<file path="src/rtl/if_id_fetch_queue.sv">
// IF/ID fetch queue: DEPTH-entry circular instruction buffer between fetch and decode,
// with a registered decode-stage output (id_*), flush, and zero-instruction bubbles.
// Optional build macro IF_ID_BYPASS_EN: an empty-queue push with decode advancing
// goes straight into id_* (1-cycle latency) instead of passing through the buffer.
module if_id_fetch_queue #(
  parameter int ADDR_W = 32,
  parameter int INST_W = 32,
  parameter int DEPTH  = 4
) (
  input  logic                       clk,
  input  logic                       rst,
  input  logic                       if_valid,
  input  logic [ADDR_W-1:0]          if_pc,
  input  logic [INST_W-1:0]          if_inst,
  output logic                       if_ready,
  input  logic [5:0]                 stall,
  input  logic                       flush,
  output logic                       id_valid,
  output logic [ADDR_W-1:0]          id_pc,
  output logic [INST_W-1:0]          id_inst,
  output logic [$clog2(DEPTH+1)-1:0] q_count
);

  localparam int AW = $clog2(DEPTH);
  localparam int PW = AW + 1;
  localparam int CW = $clog2(DEPTH + 1);
  localparam int EW = ADDR_W + INST_W;

  logic [PW-1:0]     wr_ptr_q, wr_ptr_d;
  logic [PW-1:0]     rd_ptr_q, rd_ptr_d;
  logic [PW-1:0]     fill;
  logic [EW-1:0]     mem_q [DEPTH];
  logic              id_valid_q, id_valid_d;
  logic [ADDR_W-1:0] id_pc_q, id_pc_d;
  logic [INST_W-1:0] id_inst_q, id_inst_d;
  logic              empty, full, push, store, adv;
  logic              unused_stall;

  // Occupancy, handshake and advance decode from registered pointers
  always_comb begin
    fill         = wr_ptr_q - rd_ptr_q;
    empty        = (fill == '0);
    full         = (fill == PW'(DEPTH));
    if_ready     = !full && !flush;
    push         = if_valid && if_ready;
    adv          = !stall[2];
    q_count      = CW'(fill);
    unused_stall = ^{stall[5:3], stall[1:0]};
  end

  // Next-state for pointers and the decode-stage output register
  always_comb begin
    wr_ptr_d   = wr_ptr_q;
    rd_ptr_d   = rd_ptr_q;
    id_valid_d = id_valid_q;
    id_pc_d    = id_pc_q;
    id_inst_d  = id_inst_q;
    store      = push;
    if (flush) begin
      wr_ptr_d   = '0;
      rd_ptr_d   = '0;
      id_valid_d = 1'b0;
      id_pc_d    = '0;
      id_inst_d  = '0;
      store      = 1'b0;
    end else if (adv) begin
      if (!empty) begin
        {id_pc_d, id_inst_d} = mem_q[rd_ptr_q[AW-1:0]];
        id_valid_d           = 1'b1;
        rd_ptr_d             = rd_ptr_q + PW'(1);
      end
`ifdef IF_ID_BYPASS_EN
      else if (push) begin
        // Empty queue: word goes directly to decode and is never stored
        id_pc_d    = if_pc;
        id_inst_d  = if_inst;
        id_valid_d = 1'b1;
        store      = 1'b0;
      end
`endif
      else begin
        id_valid_d = 1'b0;
        id_pc_d    = '0;
        id_inst_d  = '0;
      end
    end
    if (store) wr_ptr_d = wr_ptr_q + PW'(1);
  end

  // Pointer and output registers with asynchronous reset
  always_ff @(posedge clk or posedge rst) begin
    if (rst) begin
      wr_ptr_q   <= '0;
      rd_ptr_q   <= '0;
      id_valid_q <= 1'b0;
      id_pc_q    <= '0;
      id_inst_q  <= '0;
    end else begin
      wr_ptr_q   <= wr_ptr_d;
      rd_ptr_q   <= rd_ptr_d;
      id_valid_q <= id_valid_d;
      id_pc_q    <= id_pc_d;
      id_inst_q  <= id_inst_d;
    end
  end

  // Storage array write; contents need no reset
  always_ff @(posedge clk) begin
    if (store) mem_q[wr_ptr_q[AW-1:0]] <= {if_pc, if_inst};
  end

  assign id_valid = id_valid_q;
  assign id_pc    = id_pc_q;
  assign id_inst  = id_inst_q;

endmodule

</file>
<file path="config.mk">
export PLATFORM = sky130hd
export DESIGN_NAME = if_id_fetch_queue
export DESIGN_NICKNAME = d
export VERILOG_FILES = /design/src/rtl/if_id_fetch_queue.sv
export SDC_FILE = /design/constraint.sdc
export NUM_CORES = 1
export LEC_CHECK = 0
export ABC_AREA = 1
export CELL_PAD_IN_SITES_DETAIL_PLACEMENT = 0
export CELL_PAD_IN_SITES_GLOBAL_PLACEMENT = 1
export CORE_ASPECT_RATIO = 0.6
export CORE_UTILIZATION = 51
export CTS_BUF_LIST = sky130_fd_sc_hd__clkbuf_2 sky130_fd_sc_hd__clkbuf_4 sky130_fd_sc_hd__clkbuf_8
export DETAILED_ROUTE_END_ITERATION = 7
export GPL_TIMING_DRIVEN = 0
export PLACE_DENSITY_LB_ADDON = 0.12
export RECOVER_POWER = 50
export SETUP_SLACK_MARGIN = 0.15
export SYNTH_ARGS = -nofsm -noshare
export SYNTH_HDL_FRONTEND = slang
export SYNTH_SLANG_ARGS = --single-unit
</file>
<file path="constraint.sdc">
create_clock -name clk -period 7.1 [get_ports clk]
set_input_delay 1.42 -clock clk [delete_from_list [all_inputs] [get_ports clk]]
set_output_delay 1.42 -clock clk [all_outputs]
set_load 0.05 [all_outputs]
</file>
After elaboration in Yosys (flattened, before gate mapping):

Memories as Yosys holds them, arrays and structs flattened.
Cells that the tools add are included.

* input bits: 74
* bits in writable memories: 256
* output and inout port bits: 69
* logic and storage cells: 36
* register bits: 71
* memories: 1

Memory list
* mem_q: words 4, bits a word 64, rd ports 1, clocked after memory_dff 0, write ports 1, line 32 `logic [EW-1:0] mem_q [DEPTH];`

* reduce and logical (&&, ||, !) cells: 7
* eq/ne operators: 3
* muxes and demuxes: 17
* $add $sub $neg: 3

Operator list (number)
* $mux 32: 6
* $mux 3: 5
* $add 3x1->3 const B: 2
* $mux 1: 6
* $eq 3x3->1 const B: 1
* $logic_not 3->1: 1
* $sub 3x3->3: 1
* $logic_and 1x1->1: 2
* $logic_not 1->1: 2
* $ne 2x1->1 const B: 1
* $ne 2x2->1 const B: 1
* $reduce_and 2->1: 1
* $reduce_bool 2->1: 1

Logic depth before layout (Yosys ltp):

Gate-level depths: netlist (run 1).

* word-level depth: 8
* gate-level depth with buffers: 13
* depth with buffers taken out: 12

Worst setup path after synthesis (run 1):

No wires, ideal clock.

* kind: input-to-reg
* from: in flush
* to: mem mem_q[0][0] (netlist name) (enable)
* setup slack: 2.249 ns
* data arrival time: 4.365 ns
* path buffers: 0
* setup time: 0.487 ns
* cell stages on the path: 3
* data required time: 6.613 ns
* path through: inv_1 -> nand3_1 -> nor2_1

* word-level cells in the longest chain between the ends: 6

RTL lines
* start, declared: line 17 `input logic flush,`
* $logic_not 1->1: line 44 `if_ready = !full && !flush;`
* $logic_and 1x1->1: line 44
* $logic_and 1x1->1: line 45 `push = if_valid && if_ready;`
* $mux 1 *: line 59 `if (flush) begin`
* $mux 1 *: line 109 `if (store) mem_q[wr_ptr_q[AW-1:0]] <= {if_pc, if_inst};`
* $mux 1 (not written as such) *: line 109
* end, declared: line 32

Mark *: on every way between the ends. The rest lies on a longest branch, timed or not.

Worst setup path in the final report (run 1):

* from: in flush
* to: out if_ready

* word-level cells in the longest chain between the ends: 2

RTL lines
* $logic_not 1->1: line 44
* $logic_and 1x1->1: line 44
* end, declared: line 15 `output logic if_ready,`

No other way between the ends.

==> impl_metrics.csv, run 1 <==
group,metric,value,unit
outcome,status,"finished with violations",
outcome,violations,"design-rule violations, max-capacitance violations, max-slew violations",
routing,vias,8034,
placement,globalplace.congestion,0.7666,
setup_path,arrival,3.46,ns
synthesis,ys_seq_area_share,74.11,%
power,vdd_drop_max,0.0002073,V
flow_run,max_cap_violations,1,
timing,rsz0062_at_grt,"false",
cts,cts_tree,"yes",
placement,place_hpwl,18080,um
min_path,worstHoldPathCells,2,
synthesis,synth_fp_nets,1107,
setup_path,worstSetupPathType,"primary input to output port",
routing,firstDrtPassIters,7,
global_route,grt_usage,23.10,%
setup_path,start_kind,"primary input",
finish,drive_above_1_share,13.63,%
routing,wl,28250,um
die,fp.dieW,206.3,um
die,dieArea,25700,um^2
setup_path,crit_start,"flush",
synthesis,netlist_area,12770,um^2
global_route,grt_antenna_before_repair,0,
setup_path,cp_max_fo,10,
cts,numCtsBuffers,46,
global_route,grt_pass1_vias,7673,
timing,fmax,0.2051,GHz
synthesis,yosysMostFrequentCell,"nand2_1",
finish,finish.utilization,64.15,%
finish,area_delta_synth_final,22.51,%
timing,fin_crit_sh,68.67,%
setup_path,r2r-start,"wr_ptr_q[0]",
timing,hold_violations,0,
global_route,grt_max_degree,44,
die,chipHeight,124.6,um
cts,ctsRootBufferMaster,"clkbuf_8",
global_route,gr-total-overflow,0,
die,start_util,52.37,%
synthesis,synth_top_cell_area_share,60.19,%
placement,port_buffers,137,
synthesis,synth_edf_count,256,
cts,cts_htree_levels,2,
routing,ant_nets,0,
timing,fin_ws,2.224,ns
synthesis,synth-seq-cells,327,
routing,drc,18,
timing,skew,0.01909,ns
timing,slew_headroom,-80.76,%
power,p_leak,0.006110,uW
cts,cts_buffer_depth,3,
setup_path,cp-endpoint,"if_ready",
die,num_rows,44,
min_path,hp-class,"flop to flop",
cts,numClockSinks,327,
synthesis,synth_async_sr_flop_share,21.71,%
routing,post_drt_via_cell_ratio,5.094,
finish,n_antenna_cell,0,
cts,cts_setup_buffers,0,
timing,setup_violations,0,
synthesis,synth.distinct_cells,21,
routing,post_drt_wl_per_cell,17.92,um
synthesis,synth_common_cells,"nand2_1 (398), edfxtp_1 (256), nand3_1 (140)",
setup_path,worstRegToRegCells,12,
setup_path,worst_ep_required_time,5.68,ns
routing,initialDrtViolationCount,652,
cts,clk_pin_slew,0.06,ns
finish,nNetsFinal,1301,
synthesis,synthTopCellsByArea,"edfxtp_1 (60%), dfrtp_1 (14%), nand2_1 (12%)",
power,p_per_area,369.1,nW/um^2
cts,clock_latency,0.57,ns
timing,tightest_slew,2.711,ns
cts,postCtsHoldBufs,0,
setup_path,rr_endpoint,"mem_q[0][17]",
synthesis,postSynthCellCount,1026,
setup_path,setup.worst_path.end_class,"output port",
setup_path,regToRegSetupSlack,3.50,ns
synthesis,syn_area_per_cell,12.45,um^2
synthesis,ys.flop_type,"edfxtp_1",
synthesis,yosys_warnings,0,
die,coreArea,24390,um^2
timing,period_needed,4.876,ns
global_route,grt_pass1_wl,44240,um
timing,finalMaxSlewViolations,44,
die,ios,143,
placement,pre_cts_ws,2.352,ns
synthesis,netlist.top_cell.by_area,"edfxtp_1",
cts,cts_resized,0,
==> critical path: stages <==
cell             delay [ns]
dlygate4sd3_1          0.61
inv_1                  0.10
clkbuf_1               0.38
nand2_1                0.10
inv_1                  0.06
clkdlybuf4s50_1        0.79
==> area by class of cell <==
class                           instances  area (um^2)
Buffer                                 56        334.1
Sequential cell                       327         9464
Timing Repair Buffer                  146         1543
Clock inverter                          5        22.52
Tap cell                              322        402.9
Inverter                               19        72.57
Clock buffer                           78        929.6
Multi-Input combinational cell        624         2878
Fill cell                            1867         8742
==> state kept, by name, indices dropped and copies added, names as in the netlist <==
name / cells
mem_q: 256
id_valid: 1
rd_ptr_q: 3
id_inst: 32
id_pc: 32
wr_ptr_q: 3
==> worst min path at each step <==
stage	from	to	slack [ns]
after floorplan	wr_ptr_q[1]	wr_ptr_q[1]	0.52
after global placement	id_valid	id_valid	0.47
after detailed placement	id_inst[21]	id_inst[21]	0.47
after CTS	id_inst[21]	id_inst[21]	0.48
after global routing	id_inst[21]	id_inst[21]	0.50
final	id_inst[21]	id_inst[21]	0.48
==> cell families after synthesis <==
family / share of synthesized area (%)
AND/OR/NAND/NOR: 17.84
flip-flops: 74.11
buffers and inverters: 3.194
AO/OA/AOI/OAI: 3.978
adder cells (fa/ha/maj): 0.7446
XOR/XNOR: 0.1372
==> metrics by stage <==
step                      hold slack [ns]  power (uW)  area (um^2)  std cells  TNS [ns]
after floorplan                    0.5198        3702        12770       1026         0
after global placement             0.4650        4332        14550       1485   -143.09
after detailed placement           0.4675        4363        14770       1494         0
after CTS                          0.4830        5861        15730       1577         0
after global routing               0.4953        6071        15650       1577         0
final                              0.4783        5775        15650       1577         0
==> cell usage in the layout (no fill, tap or decap) <==
master and instances:
inv_2 2, clkinv_2 3, buf_6 1, ha_1 6, buf_16 1, clkbuf_1 15
clkbuf_8 55, dfrtp_1 71, nand2_1 399, o21ai_2 37, clkinvlp_2 1, nand4_1 3
fa_1 1, nor2_1 1, edfxtp_1 256, xor2_1 2, o21ai_1 1, clkinv_1 2
nand3_1 140, dlygate4sd3_1 66, buf_2 28, nand2_4 2, clkdlybuf4s50_1 71, inv_1 16
nor2_4 5, o21ai_0 26, clkbuf_4 23, buf_1 8, nand2_2 1, buf_12 12
==> layer usage <==
metal,GRT usage (%),up-vias,wire [um]
li1,-,3911,-
met2,33.04,254,12330
met4,5.796,0,337
met3,4.500,36,1862
met1,36.26,3833,13720
met5,0,-,0
==> where the power goes <==
part           switching, uW  internal [uW]  leakage, uW
Combinational           1280            573      0.00230
Sequential               105           2320      0.00329
Clock                    680            820     0.000516
(Power assumes the default switching activity.)
==> run 2, diff against run 1 <==
--- a/config.mk
+++ b/config.mk
@@ -9,7 +9,7 @@
 export CELL_PAD_IN_SITES_DETAIL_PLACEMENT = 0
 export CELL_PAD_IN_SITES_GLOBAL_PLACEMENT = 1
 export CORE_ASPECT_RATIO = 0.6
-export CORE_UTILIZATION = 51
+export CORE_UTILIZATION = 43
 export CTS_BUF_LIST = sky130_fd_sc_hd__clkbuf_2 sky130_fd_sc_hd__clkbuf_4 sky130_fd_sc_hd__clkbuf_8
 export DETAILED_ROUTE_END_ITERATION = 7
 export GPL_TIMING_DRIVEN = 0
==> constraint.sdc (replaced) <==
create_clock -name clk -period 4.4 [get_ports clk]
set_input_delay 0.88 -clock clk [delete_from_list [all_inputs] [get_ports clk]]
set_output_delay 0.88 -clock clk [all_outputs]
set_load 0.05 [all_outputs]
==> run 2 against run 1 <==
The run now ends clean; total power increased by 60%; register-to-register slack got worse by 2.6 ns; sequential share of layout area down 0.13 points; via count shrank 0.91%; combinational power up 58%; clock power up 61%; worst hold slack got worse by 0.0017 ns; cell count is 5.4% higher; highest routed layer is now met5.
==> impl_metrics.csv, run 2 (synthesis results as in run 1) <==
group,metric,value,unit
finish,multi_input_area,2885,um^2
routing,drc,0,
timing,skew,0.01789,ns
timing,finalMaxSlewViolations,0,
global_route,grt_pass1_wl,45280,um
placement,globalplace.congestion,0.7466,
power,vdd_drop_max,0.0002595,V
die,ios,143,
setup_path,cp_max_fo,5,
timing,hold_violations,0,
timing,slew_headroom,8.755,%
cts,cts_resized,0,
finish,layout_commonest_cell,"nand2_1",
global_route,grt_max_degree,45,
timing,tns,0,ns
cts,cts_tree,"yes",
min_path,hp-class,"flop to flop",
routing,post_drt_via_cell_ratio,4.790,
routing,vias,7961,
finish,drive_above_1_share,13.65,%
setup_path,worst_ep_required_time,3.52,ns
die,coreArea,28950,um^2
timing,fmax,0.2558,GHz
setup_path,arrival,3.03,ns
cts,postCtsHoldBufs,0,
finish,register_area,9464,um^2
finish,nNetsFinal,1303,
timing,rsz0062_at_grt,"false",
cts,ctsRootBufferMaster,"clkbuf_8",
power,seqPwrFrac,42.3,%
setup_path,worstSetupPathType,"flop to output port",
cts,numClockSinks,327,
routing,firstDrtPassIters,5,
power,p_per_area,590.0,nW/um^2
die,dieArea,30420,um^2
timing,fin_crit_sh,88.83,%
cts,clock_latency,0.57,ns
finish,largest_reg_flops,256,
power,intPower,5909,uW
global_route,gr-total-overflow,0,
setup_path,start_kind,"flop",
timing,period_needed,3.909,ns
power,total_power,9252,uW
outcome,status,"complete, no violations",
cts,numCtsBuffers,48,
die,start_util,44.12,%
die,fp.dieW,224.5,um
placement,port_buffers,137,
finish,area_delta_synth_final,22.78,%
power,p_sw,3343,uW
die,num_rows,48,
routing,ant_nets,0,
finish,final_area,15680,um^2
global_route,grt_antenna_before_repair,3,
cts,cts_htree_levels,2,
power,combPwrFrac,31.6,%
power,p_leak,0.006077,uW
placement,place_hpwl,18820,um
global_route,grt_usage,19.97,%
setup_path,setup.worst_path.end_class,"output port",
cts,clk_pin_slew,0.07,ns
flow_run,max_cap_violations,0,
finish,nFillCells,2581,
routing,initialDrtViolationCount,588,
timing,tightest_slew,1.361,ns
power,p_sw_share,36.13,%
die,chipHeight,135.5,um
routing,wl,29050,um
placement,dpl-instance-area,14880,um^2
timing,setup_violations,0,
finish,final_cell_mix,"nand2_1 (400), edfxtp_1 (256), nand3_1 (140)",
global_route,grt_pass1_vias,7749,
power,clockPowerShare,26.1,%
cts,cts_buffer_depth,3,
cts,cts_setup_buffers,0,
routing,post_drt_wl_per_cell,17.48,um
==> run 2: cell count changes in the layout (fill, tap and decap cells not counted), moves of 2 or more <==
cell,change
buf_12,-6
clkbuf_1,+4
clkbuf_4,+2
clkbuf_8,-3
clkinv_1,+3
clkinv_2,+2
diode_2,+2
o21ai_0,-4
o21ai_2,+4
==> run 2: layer usage <==
| layer | wire length [um] | vias up | share of wire, % | track usage, % |
|---|---|---|---|---|
| met4 | 501 | 2 | 1.7 | 5.593 |
| li1 | - | 3927 | - | - |
| met5 | 11 | - | 0.038 | 0 |
| met3 | 1545 | 42 | 5.3 | 4.099 |
| met2 | 12620 | 181 | 43 | 29.38 |
| met1 | 14370 | 3809 | 49 | 30.03 |
==> run 2: area by class of cell <==
class | count | area share (%)
clock inverters | 11 | 0.3272
well taps | 400 | 3.192
diodes | 2 | 0.03192
clock buffers | 77 | 5.761
flip-flops and latches | 327 | 60.36
plain buffers | 56 | 1.572
multi-input cells | 624 | 18.40
inverters | 19 | 0.4628
repair buffers | 146 | 9.895
==> run 2: worst max-delay path, cell delays in order (launching register included) <==
cell	delay (ns)
dfrtp_1	0.39
inv_1	0.11
ha_1	0.22
fa_1	0.40
inv_1	0.07
nand2_1	0.06
nand2_1	0.08
nand2_2	0.05
nand3_1	0.16
nand2_1	0.07
inv_1	0.06
clkdlybuf4s50_1	0.79
==> run 2: metrics by stage <==
step	utilization [%]	cells	hold slack, ns	setup slack (ns)
after floorplan	-	1026	0.5198	-0.3926
after global placement	50.58	1563	0.4659	-2.976
after detailed placement	51.40	1572	0.4680	0.7368
after CTS	54.69	1660	0.4805	0.4175
after global routing	54.17	1662	0.4913	0.2667
final	54.17	1662	0.4766	0.4913
==> run 2: power by group through the flow <==
stage | clock [uW] | combinational, uW | sequential, uW
global route | 2620 | 3190 | 3950
finish | 2420 | 2920 | 3910
CTS | 2490 | 3100 | 3910
global placement | 0 | 3020 | 4010
detailed placement | 0 | 3090 | 3970
floorplan | 0 | 1330 | 4650
==> run 2: final timing paths <==
check,slack (ns),from,to,cells past startpoint
max,0.49,wr_ptr_q[0],if_ready,11
min,0.48,id_inst[17],id_inst[17],2
max reg2reg,0.92,wr_ptr_q[0],mem_q[0][3],12
min reg2reg,0.48,id_inst[17],id_inst[17],2
max in group asynchronous,1.53,rst,id_pc[15],3
min in group asynchronous,1.05,rst,id_inst[8],2
==> run 3, diff against run 2 <==
--- a/config.mk
+++ b/config.mk
@@ -9,7 +9,7 @@
 export CELL_PAD_IN_SITES_DETAIL_PLACEMENT = 0
 export CELL_PAD_IN_SITES_GLOBAL_PLACEMENT = 1
 export CORE_ASPECT_RATIO = 0.6
-export CORE_UTILIZATION = 43
+export CORE_UTILIZATION = 47
 export CTS_BUF_LIST = sky130_fd_sc_hd__clkbuf_2 sky130_fd_sc_hd__clkbuf_4 sky130_fd_sc_hd__clkbuf_8
 export DETAILED_ROUTE_END_ITERATION = 7
 export GPL_TIMING_DRIVEN = 0
==> constraint.sdc (replaced) <==
create_clock -name clk -period 4.35 [get_ports clk]
set_input_delay 0.87 -clock clk [delete_from_list [all_inputs] [get_ports clk]]
set_output_delay 0.87 -clock clk [all_outputs]
set_load 0.05 [all_outputs]
==> run 3 against run 2 <==
Sequential cell count is the same; wire length shrank 0.45%; global-route usage grew 1.6 points; non-clock buffer count grew 1; worst hold slack is essentially flat; critical endpoint unchanged; sequential share of layout area is essentially flat; cell count shrank 2.5%; highest routed layer is now met4; first-iteration DRC count grew 13%; clock skew shrank 0.0058 ns; die area shrank 8.4%; clock power grew 3%.
==> impl_metrics.csv, run 3 (synthesis results as in run 1) <==
group,metric,value,unit
setup_path,arrival,3.06,ns
placement,dpl-instance-area,14860,um^2
timing,rsz0062_at_grt,"false",
timing,hold_violations,0,
min_path,hold_path_end,"id_pc[29]",
flow_run,max_cap_violations,0,
setup_path,rr_endpoint,"mem_q[3][23]",
routing,post_drt_via_cell_ratio,4.928,
min_path,hp-class,"flop to flop",
setup_path,regToRegSetupSlack,0.87,ns
power,p_leak,0.006109,uW
power,p_per_area,600.6,nW/um^2
global_route,grt_antenna_before_repair,0,
routing,post_drt_wl_per_cell,17.85,um
placement,place_hpwl,18590,um
finish,drive_above_1_share,13.49,%
die,fp.dieW,214.8,um
setup_path,cp_max_fo,5,
die,chipHeight,129.7,um
timing,period_needed,3.928,ns
placement,globalplace.congestion,0.7561,
finish,final_area,15690,um^2
routing,ant_nets,0,
global_route,grt_max_degree,46,
cts,cts_resized,0,
timing,fmax,0.2546,GHz
outcome,status,"complete, no violations",
cts,numCtsBuffers,48,
setup_path,r2r-start,"wr_ptr_q[0]",
timing,skew,0.01212,ns
setup_path,setup.worst_path.end_class,"output port",
finish,largest_reg_flops,256,
cts,numClockSinks,327,
setup_path,start_kind,"flop",
min_path,worstHoldPathCells,2,
power,vdd_drop_max,0.0003030,V
cts,cts_buffer_depth,3,
die,num_rows,46,
finish,finish.utilization,59.14,%
setup_path,worst_ep_required_time,3.48,ns
setup_path,crit_chain,"inv_1 > ha_1 > fa_1 > inv_1 > nand2_1 > nand2_1 > nand2_2 > nand3_1 > nand2_1 > inv_1 > clkdlybuf4s50_1",
global_route,gr-total-overflow,0,
routing,initialDrtViolationCount,667,
finish,area_delta_synth_final,22.88,%
setup_path,cp_slowest_stage_delay,0.79,ns
die,start_util,48.13,%
timing,tightest_slew,1.347,ns
timing,slew_headroom,9.691,%
setup_path,worstRegToRegCells,11,
finish,final_cell_mix,"nand2_1 (400), edfxtp_1 (256), nand3_1 (140)",
cts,postCtsHoldBufs,0,
cts,ctsRootBufferMaster,"clkbuf_8",
die,coreArea,26530,um^2
die,ios,143,
timing,finalMaxSlewViolations,0,
placement,port_buffers,137,
routing,drc,0,
finish,layout_commonest_cell,"nand2_1",
cts,clk_pin_slew,0.06,ns
routing,wl,28920,um
routing,firstDrtPassIters,5,
min_path,worstHoldStart,"id_pc[29]",
global_route,grt_pass1_wl,45060,um
cts,clock_latency,0.57,ns
global_route,grt_pass1_vias,7730,
placement,place_inst,1533,
timing,fin_ws,0.4225,ns
finish,final_cells,1620,
global_route,grt_usage,21.57,%
cts,cts_tree,"yes",
placement,pre_cts_ws,0.6809,ns
setup_path,worstSetupPathType,"flop to output port",
timing,fin_crit_sh,90.29,%
timing,setup_violations,0,
finish,n_antenna_cell,0,
die,dieArea,27860,um^2
setup_path,cp_slowest_cell,"clkdlybuf4s50_1",
finish,nNetsFinal,1304,
cts,cts_htree_levels,2,
cts,cts_setup_buffers,0,
routing,vias,7983,
run 3: cell count changes in the layout (fill, tap and decap cells not counted), sizes merged:
cell / delta
diode: -2
bufinv: +1
clkinvlp: -1
clkbuf: -3
clkinv: +1
buf: +2
run 3: layer usage:
layer | vias up | global-route usage, % | share of wire, %
li1 | 3930 | - | -
met1 | 3808 | 32.87 | 49
met2 | 212 | 31.62 | 44
met3 | 33 | 4.249 | 5.9
met4 | 0 | 5.798 | 1.3
met5 | - | 0 | 0
run 3: cell type report:
class | instances | area, um^2
Tap cell | 360 | 450.4
Clock buffer | 75 | 900.9
Buffer | 56 | 262.8
Fill cell | 2192 | 10840
Clock inverter | 12 | 77.57
Inverter | 19 | 72.57
Timing Repair Buffer | 147 | 1587
Sequential cell | 327 | 9464
Multi-Input combinational cell | 624 | 2878
run 3: critical path, delay by kind of cell, from the launching register on:
kind | cells | cell delay (ns)
buffers and inverters | 4 | 1.03
adders and majority gates | 2 | 0.62
and+or+nand+nor | 5 | 0.43
DFF | 1 | 0.41
run 3: where the power goes:
| group | switching, uW | total [uW] | internal, uW |
|---|---|---|---|
| clock | 1130 | 2500 | 1370 |
| combinational | 2080 | 2970 | 891 |
| sequential | 168 | 3950 | 3790 |
| total | 3370 | 9420 | 6050 |
run 3: worst max path at each step:
stage | start | to | cells past startpoint
final | wr_ptr_q[0] | if_ready | 11
after global routing | wr_ptr_q[0] | if_ready | 11
after CTS | wr_ptr_q[0] | if_ready | 11
after detailed placement | flush | if_ready | 6
after global placement | wr_ptr_q[0] | mem_q[0][4] | 10
after floorplan | wr_ptr_q[0] | mem_q[0][0] | 10
run 3: per-stage QoR:
stage               total power [uW]  setup TNS [ns]  hold WS [ns]
detailed placement              7147               0        0.4665
floorplan                       6042         -113.32        0.5198
global placement                7102         -777.79        0.4651
CTS                             9658               0        0.4832
global route                    9925               0        0.4960
finish                          9425               0        0.4768
